[src/rtl/alu_rs_pipe.sv]
// alu_rs_pipe: ALU reservation station with CDB snooping, oldest-first issue and a back-pressured result register
`ifndef ALU_TYPE_WIDTH
`define ALU_TYPE_WIDTH 4
`define ALU_ADD  4'd0
`define ALU_ADDU 4'd1
`define ALU_SUB  4'd2
`define ALU_SUBU 4'd3
`define ALU_AND  4'd4
`define ALU_OR   4'd5
`define ALU_NOR  4'd6
`define ALU_XOR  4'd7
`define ALU_SLL  4'd8
`define ALU_SRL  4'd9
`define ALU_SRA  4'd10
`define ALU_ROR  4'd11
`define ALU_SEQ  4'd12
`define ALU_SLT  4'd13
`define ALU_SLTU 4'd14
`endif

module alu_rs_pipe #(
  parameter int ENTRIES = 4,
  parameter int DATA_W = 32,
  parameter int TAG_W = 4,
  parameter int OP_W = `ALU_TYPE_WIDTH,
  parameter int CDB_PORTS = 2,
  parameter logic [TAG_W-1:0] TAG_INVALID = '1
) (
  input  logic clk,
  input  logic rst,
  input  logic flush,
  input  logic in_valid,
  output logic in_ready,
  input  logic [TAG_W-1:0] in_target,
  input  logic [OP_W-1:0] in_op,
  input  logic [DATA_W-1:0] in_val1,
  input  logic [DATA_W-1:0] in_val2,
  input  logic [TAG_W-1:0] in_tag1,
  input  logic [TAG_W-1:0] in_tag2,
  input  logic [CDB_PORTS-1:0] cdb_valid,
  input  logic [CDB_PORTS*TAG_W-1:0] cdb_tag,
  input  logic [CDB_PORTS*DATA_W-1:0] cdb_val,
  output logic out_valid,
  input  logic out_ready,
  output logic [TAG_W-1:0] out_target,
  output logic [DATA_W-1:0] out_result,
  output logic [$clog2(ENTRIES):0] occupancy
);
  localparam int S = $clog2(DATA_W);
  localparam int IW = $clog2(ENTRIES);
  localparam int CW = IW + 1;

  logic [ENTRIES-1:0] v, rdy, sel;
  logic [ENTRIES-1:0] older [ENTRIES];
  logic [TAG_W-1:0] tgt [ENTRIES];
  logic [TAG_W-1:0] tag1 [ENTRIES];
  logic [TAG_W-1:0] tag2 [ENTRIES];
  logic [OP_W-1:0] op [ENTRIES];
  logic [DATA_W-1:0] val1 [ENTRIES];
  logic [DATA_W-1:0] val2 [ENTRIES];
  logic [IW-1:0] fidx, iidx;
  logic ins, iss;
  logic [DATA_W-1:0] a, b, res;
  logic [2*DATA_W-1:0] rot;

  // Ports are scanned high to low so the lowest matching port wins.
  function automatic logic [TAG_W+DATA_W-1:0] snoop(input logic [TAG_W-1:0] t, input logic [DATA_W-1:0] d);
    logic [TAG_W+DATA_W-1:0] r;
    r = {t, d};
    for (int p = CDB_PORTS - 1; p >= 0; p--)
      if (t != TAG_INVALID && cdb_valid[p] && cdb_tag[p*TAG_W +: TAG_W] == t)
        r = {TAG_INVALID, cdb_val[p*DATA_W +: DATA_W]};
    return r;
  endfunction

  assign in_ready = occupancy < CW'(ENTRIES);
  assign ins = in_valid && in_ready;

  always_comb begin
    rdy = '0;
    sel = '0;
    fidx = '0;
    iidx = '0;
    for (int i = 0; i < ENTRIES; i++)
      rdy[i] = v[i] && tag1[i] == TAG_INVALID && tag2[i] == TAG_INVALID;
    for (int i = 0; i < ENTRIES; i++) begin
      sel[i] = rdy[i];
      for (int j = 0; j < ENTRIES; j++)
        if (j != i && rdy[j] && older[j][i]) sel[i] = 1'b0;
    end
    for (int i = ENTRIES - 1; i >= 0; i--)
      if (!v[i]) fidx = IW'(i);
    for (int i = 0; i < ENTRIES; i++)
      if (sel[i]) iidx = IW'(i);
    iss = |rdy && (!out_valid || out_ready);
  end

  always_comb begin
    a = val1[iidx];
    b = val2[iidx];
    rot = {b, b} >> a[S-1:0];
    case (op[iidx])
      `ALU_ADD, `ALU_ADDU: res = a + b;
      `ALU_SUB, `ALU_SUBU: res = a - b;
      `ALU_AND:  res = a & b;
      `ALU_OR:   res = a | b;
      `ALU_NOR:  res = ~(a | b);
      `ALU_XOR:  res = a ^ b;
      `ALU_SLL:  res = a << b[S-1:0];
      `ALU_SRL:  res = a >> b[S-1:0];
      `ALU_SRA:  res = $signed(a) >>> b[S-1:0];
      `ALU_ROR:  res = rot[DATA_W-1:0];
      `ALU_SEQ:  res = {{(DATA_W-1){1'b0}}, a == b};
      `ALU_SLT:  res = {{(DATA_W-1){1'b0}}, $signed(a) < $signed(b)};
      `ALU_SLTU: res = {{(DATA_W-1){1'b0}}, a < b};
      default:   res = '0;
    endcase
  end

  always_ff @(posedge clk) begin
    if (rst || flush) begin
      v <= '0;
      occupancy <= '0;
      out_valid <= 1'b0;
      out_target <= TAG_INVALID;
      out_result <= '0;
    end else begin
      for (int i = 0; i < ENTRIES; i++)
        if (v[i]) begin
          {tag1[i], val1[i]} <= snoop(tag1[i], val1[i]);
          {tag2[i], val2[i]} <= snoop(tag2[i], val2[i]);
        end
      if (ins) begin
        v[fidx] <= 1'b1;
        tgt[fidx] <= in_target;
        op[fidx] <= in_op;
        {tag1[fidx], val1[fidx]} <= snoop(in_tag1, in_val1);
        {tag2[fidx], val2[fidx]} <= snoop(in_tag2, in_val2);
        for (int j = 0; j < ENTRIES; j++) begin
          older[fidx][j] <= 1'b0;
          older[j][fidx] <= IW'(j) != fidx;
        end
      end
      if (iss) begin
        v[iidx] <= 1'b0;
        out_valid <= 1'b1;
        out_target <= tgt[iidx];
        out_result <= res;
      end else if (out_ready) begin
        out_valid <= 1'b0;
        out_target <= TAG_INVALID;
      end
      occupancy <= occupancy + CW'(ins) - CW'(iss);
    end
  end
endmodule

[config.mk]
export PLATFORM = sky130hd
export DESIGN_NAME = alu_rs_pipe
export DESIGN_NICKNAME = d
export VERILOG_FILES = /design/src/rtl/alu_rs_pipe.sv
export SDC_FILE = /design/constraint.sdc
export NUM_CORES = 2
export LEC_CHECK = 0
export CAP_MARGIN = 20
export CORE_MARGIN = 2
export CORE_UTILIZATION = 55
export DETAILED_ROUTE_END_ITERATION = 7
export PLACE_DENSITY = 0.8
export SLEW_MARGIN = 20
export SYNTH_ARGS = -nofsm -noshare
export SYNTH_HDL_FRONTEND = slang
export SYNTH_SLANG_ARGS = --single-unit
[constraint.sdc]
create_clock -name clk -period 13.7 [get_ports clk]
set_clock_uncertainty 0.2 [all_clocks]
set_input_delay 2.74 -clock clk [delete_from_list [all_inputs] [get_ports clk]]
set_output_delay 2.74 -clock clk [all_outputs]
set_load 0.02 [all_outputs]
# Word-level counts from Yosys, hierarchy flattened
# Memories as Yosys holds them, arrays and structs flattened.
# Cells that the tools add are included.
# op_classes
n_addsub,4
multipliers,0
div_mod_pow,0
magnitude_cmp,10
n_eq_ne,56
n_shift,4
muxes,106
n_bitwise,9
n_reduce_logical,71
# ops
op,count
two-way mux 36 bit,24
two-way mux 32 bit,21
one-hot mux 32 bit (13 select lines),1
bitwise mux 128 bit,2
two-way mux 128 bit,2
binary-select mux 32 bit (select 2 bit),2
two-way mux 4 bit,23
equality test 4 bit,20
demux 32 bit (select 2 bit),1
less-than comparator 32 bit,2
right shift 64 x 5 -> 32 bit,1
logical AND 1 bit,62
equality test 4 bit (second input constant),15
!= test 4 bit (second input constant),10
adder 32 bit,1
bitwise AND 32 bit,1
bitwise mux 16 bit,2
equality test 32 bit,1
two-way mux 16 bit,2
NOT 32 bit,1
bitwise OR 32 bit,1
<< shifter 32 x 5 -> 32 bit,1
right shift 32 x 5 -> 32 bit,1
>>> shifter 32 x 5 -> 32 bit,1
other kinds (28),62
# totals
register_bits,332
latch_bits,0
mem_bits_rw,48
rom_bits,0
out_inout_bits,41
mem_count,3
# mem_list
memory,words,word_bits,read_ports,rd_clocked_by_memory_dff,wr,line,text
older,4,4,4,0,5,54,logic [ENTRIES-1:0] older [ENTRIES];
op,4,4,1,0,1,58,logic [OP_W-1:0] op [ENTRIES];
tgt,4,4,1,0,1,55,logic [TAG_W-1:0] tgt [ENTRIES];

# Logic depth before layout (Yosys ltp)
# logic_depth
ltp_word,17
ltp_mapped,28

# Worst setup path before layout
# OpenSTA, ideal clock, no wires.
# synth_path
kind,input to register
start,in flush
end,reg out_result[21]
setup_time_ns,0.109
t_arrival_ns,12.317
path_slack_ns,1.073
cell_stages,6
cell_sequence,or2_2 > clkbuf_1 > inv_1 > clkbuf_1 > o21ai_0 > a31oi_1
# synth_between
elab_chain_len,1
# synth_rtl
element,line,text
from (decl),31,"input logic flush,"
logical OR 1 bit,121,if (rst || flush) begin
to (signal assigned),148,out_result <= res;
to (decl),46,"output logic [DATA_W-1:0] out_result,"
# No other way between the ends.
# A chain may end at the register's enable or synchronous reset.

# Worst setup path after layout
# layout_path
start,reg v[1]
end,reg out_result[31]
# layout_between
elab_chain_len,15
elab_cells_between_ends,52
classes_between,add/sub (2); eq/ne (14); shift (4); mux (17); bitwise (5); reduce/logical (9); memory (1)
# layout_rtl
element,line,text
from (decl),53,"logic [ENTRIES-1:0] v, rdy, sel;"
from (signal assigned),122,v <= '0;
"from (signal, indexed assignment)",134,v[fidx] <= 1'b1;
"from (signal, indexed assignment)",145,v[iidx] <= 1'b0;
logical AND 1 bit (*) (2 in a row),85,rdy[i] = v[i] && tag1[i] == TAG_INVALID && tag2[i] == TAG_INVALID;
branches (longest 13 deep; another with subtractor 32 bit),n/a,
# Mark *: on every way between the ends. The select of a mux whose other input is x is not followed.

==> flow_metrics.tcl <==
set metrics [dict create \
    vdd_ir_drop_max_uv 113.5 \
    violations "DRC" \
    synth_compound_area_share_pct 32.70 \
    finalCritPeriodShare_pct 63.41 \
    syn_inst 4444 \
    grt_first_pass_wirelength_um 265900 \
    wl_met3_um 29480 \
    gp_congestion 1.112 \
    synthFlopType "edfxtp_1" \
    cts_buffers 44 \
    syn_nets 4705 \
    maxSlewViolCount 0 \
    vias 41230 \
    setup_slack_ns 5.013 \
    critPathLaunchType "flop" \
    start_util_pct 55.74 \
    dp_cells 5175 \
    synth.distinct_cells 102 \
    cts_tree "done" \
    path_clk_slew_ns 0.07 \
    grt_max_degree 109 \
    drtPass1Iterations 8 \
    syn_area_per_cell_um2 8.115 \
    drt_iter0_drc 8675 \
    criticalPathCategory "reg -> reg" \
    worst_pin_slew_ns 1.193 \
    synth_seq_area_share_pct 29.84 \
    core_area_mm2 0.06470 \
    synth_edf_count 329 \
    yosys_register_bits 373 \
    wl_um 184900 \
    num_io_pins 200 \
    cts_sinks 373 \
    muxShareOfSynthArea_pct 9.846 \
    insertion_delay_ns 0.64 \
    top_layer_used "met5" \
    grt_pass1_vias 37750 \
    cts_max_level 2 \
    synth_xor_area_share_pct 2.210 \
    tns_ns 0 \
    synth_top_family_by_area "compound AO/OA/AOI/OAI gates" \
    die_x_um 260.1 \
    pre_cts_slack_ns 5.593 \
    postCtsSetupBuffers 0 \
    yosysTopAreaCell "edfxtp_1" \
    fin_area_mm2 0.04016 \
    ys_top_cells_by_area "edfxtp_1, mux2i_1, a21oi_1" \
    syn_area_mm2 0.03606 \
    hold_buffers 0 \
    fmax_mhz 115.1 \
    cts_root_buffer "clkbuf_16" \
    leakage_nw 14.27 \
    num_rows 93 \
    met2_wirelength_um 75770 \
    holdCritPathClass "reg -> reg" \
    rsz0062_at_grt "false" \
    ys_async_sr_fraction_pct 0 \
    worstPathArrival_ns 8.94 \
    crit_required_ns 13.95 \
    synthAdderAreaFrac_pct 3.601 \
    cts-resized-gates 0 \
    postRouteAntennaNets 0 \
    layout_min_cycle_time_ns 8.687 \
    numPortBuffers 199 \
    fin_cells 5264 \
    drt-met1-wl_um 61590 \
    synthSimpleGateAreaFrac_pct 15.45 \
    dp_hpwl_um 125600 \
    layout-drive-gt1-share_pct 8.742 \
    maxCapViolations 0 \
    layout.nets 4630 \
    max-clock-path-buffers 3 \
    slew_headroom_pct 18.20 \
    hold_viol 0 \
    grt_antenna_before_repair 7 \
    status "finished, violations left" \
    grtUsageTotal_pct 53.33 \
    syn2layout_area_growth_pct 11.37 \
    route.detailed.drc 12 \
    setup_viol 0 \
    die_y_um 260.1 \
    p_per_area_mw_per_mm2 86.31 \
    final_cell_mix "nor2_1, a21oi_1, nand2_1" \
    die_area_mm2 0.06763 \
    synth_top_area_share_pct 27.39 \
    end_kind "flop" \
    critPathMaxFanout 39 \
    layout_commonest_cell "nor2_1" \
    wl_per_cell_um 35.13 \
    vias_per_cell 7.833 \
    ys_warn_count 0 \
    globalRoute.totalOverflow 0 \
    place_area_mm2 0.03861 \
]
[synthesized netlist by cell type (66+ instances only)]
library cell	count
ha_1	99
clkbuf_1	333
nand3_1	145
o22ai_1	99
a21oi_1	395
nor2_1	495
edfxtp_1	329
o211ai_1	74
mux2i_1	296
nand2_1	343
o21ai_0	267
inv_1	97
a22oi_1	207
nor3_1	66
a22o_1	195
[metrics by stage]
step                power (W)  utilization, %  hold WS [ns]
floorplan            0.001871               -        0.3062
detailed placement   0.002190           59.69        0.3132
global route         0.003509           62.06        0.3766
global placement     0.002187           59.69        0.3047
finish               0.003466           62.08        0.3285
CTS                  0.003385           61.93        0.3223
[power by group]
part           total, W  internal [W]  leakage, nW  switching (W)
clock network   0.00123      0.000672        0.701       0.000560
logic          0.000915      0.000295         10.1       0.000620
registers       0.00132       0.00129         3.43      0.0000304
total           0.00347       0.00226         14.3        0.00121
[worst paths after layout]
kind,start,to,slack [ns],depth (start not counted)
hold / removal,out_result[3]$_SDFFE_PP0P_,out_result[3]$_SDFFE_PP0P_,0.33,2
setup reg to reg,v[1]$_SDFF_PP0_,out_result[31]$_SDFFE_PP0P_,5.01,20
setup / recovery,v[1]$_SDFF_PP0_,out_result[31]$_SDFFE_PP0P_,5.01,20
hold reg to reg,out_result[3]$_SDFFE_PP0P_,out_result[3]$_SDFFE_PP0P_,0.33,2
[registers in the layout (all words and copies together), names as in the netlist]
signal / flops
val1: 128
val2: 128
out_result: 32
op: 16
tag1: 16
tag2: 16
tgt: 16
older: 9
out_target: 4
v: 4
occupancy: 3
out_valid: 1
[layout make-up]
type	count	area, um^2
Clock buffer	47	1112
Tap cell	855	1070
Clock inverter	34	339.1
Fill cell	5652	24530
Multi-Input combinational cell	3504	23420
Inverter	111	430.4
Sequential cell	373	10770
Antenna cell	5	12.51
Timing Repair Buffer	335	3018
[layer usage]
layer  global-route usage [%]  up-vias
li1                         -    16820
met1                    65.24    18890
met2                    77.82     4303
met3                    19.08     1211
met4                    37.75        8
met5                        0        -
[worst max-delay path, cell delays in order (launching register included)]
cell,delay (ns)
dfxtp_2,0.32
buf_4,0.55
nand2_1,0.23
or4_4,0.58
and4_4,0.33
a21oi_4,0.43
nand2_2,0.60
buf_4,0.53
o221ai_1,0.70
inv_1,0.10
ha_1,0.41
nor4_1,0.88
and2_1,0.26
o21ai_0,0.39
a31oi_1,0.39
a211oi_1,0.24
o41ai_1,0.63
a211oi_1,0.22
xor2_1,0.19
a22oi_1,0.19
a31oi_1,0.10
[cells by family (layout without fill, tap and decap cells)]
logic type,count (synthesis),after routing
AOI/OAI and AO/OA,1710,1710
adders and majority gates,102,102
DFF,373,373
buffers and inverters,567,527
and+or+nand+nor,1253,1253
other,0,5
muxes,348,348
xor gates and xnor gates,91,91
Note: power is estimated with default switching activity, not from simulation.
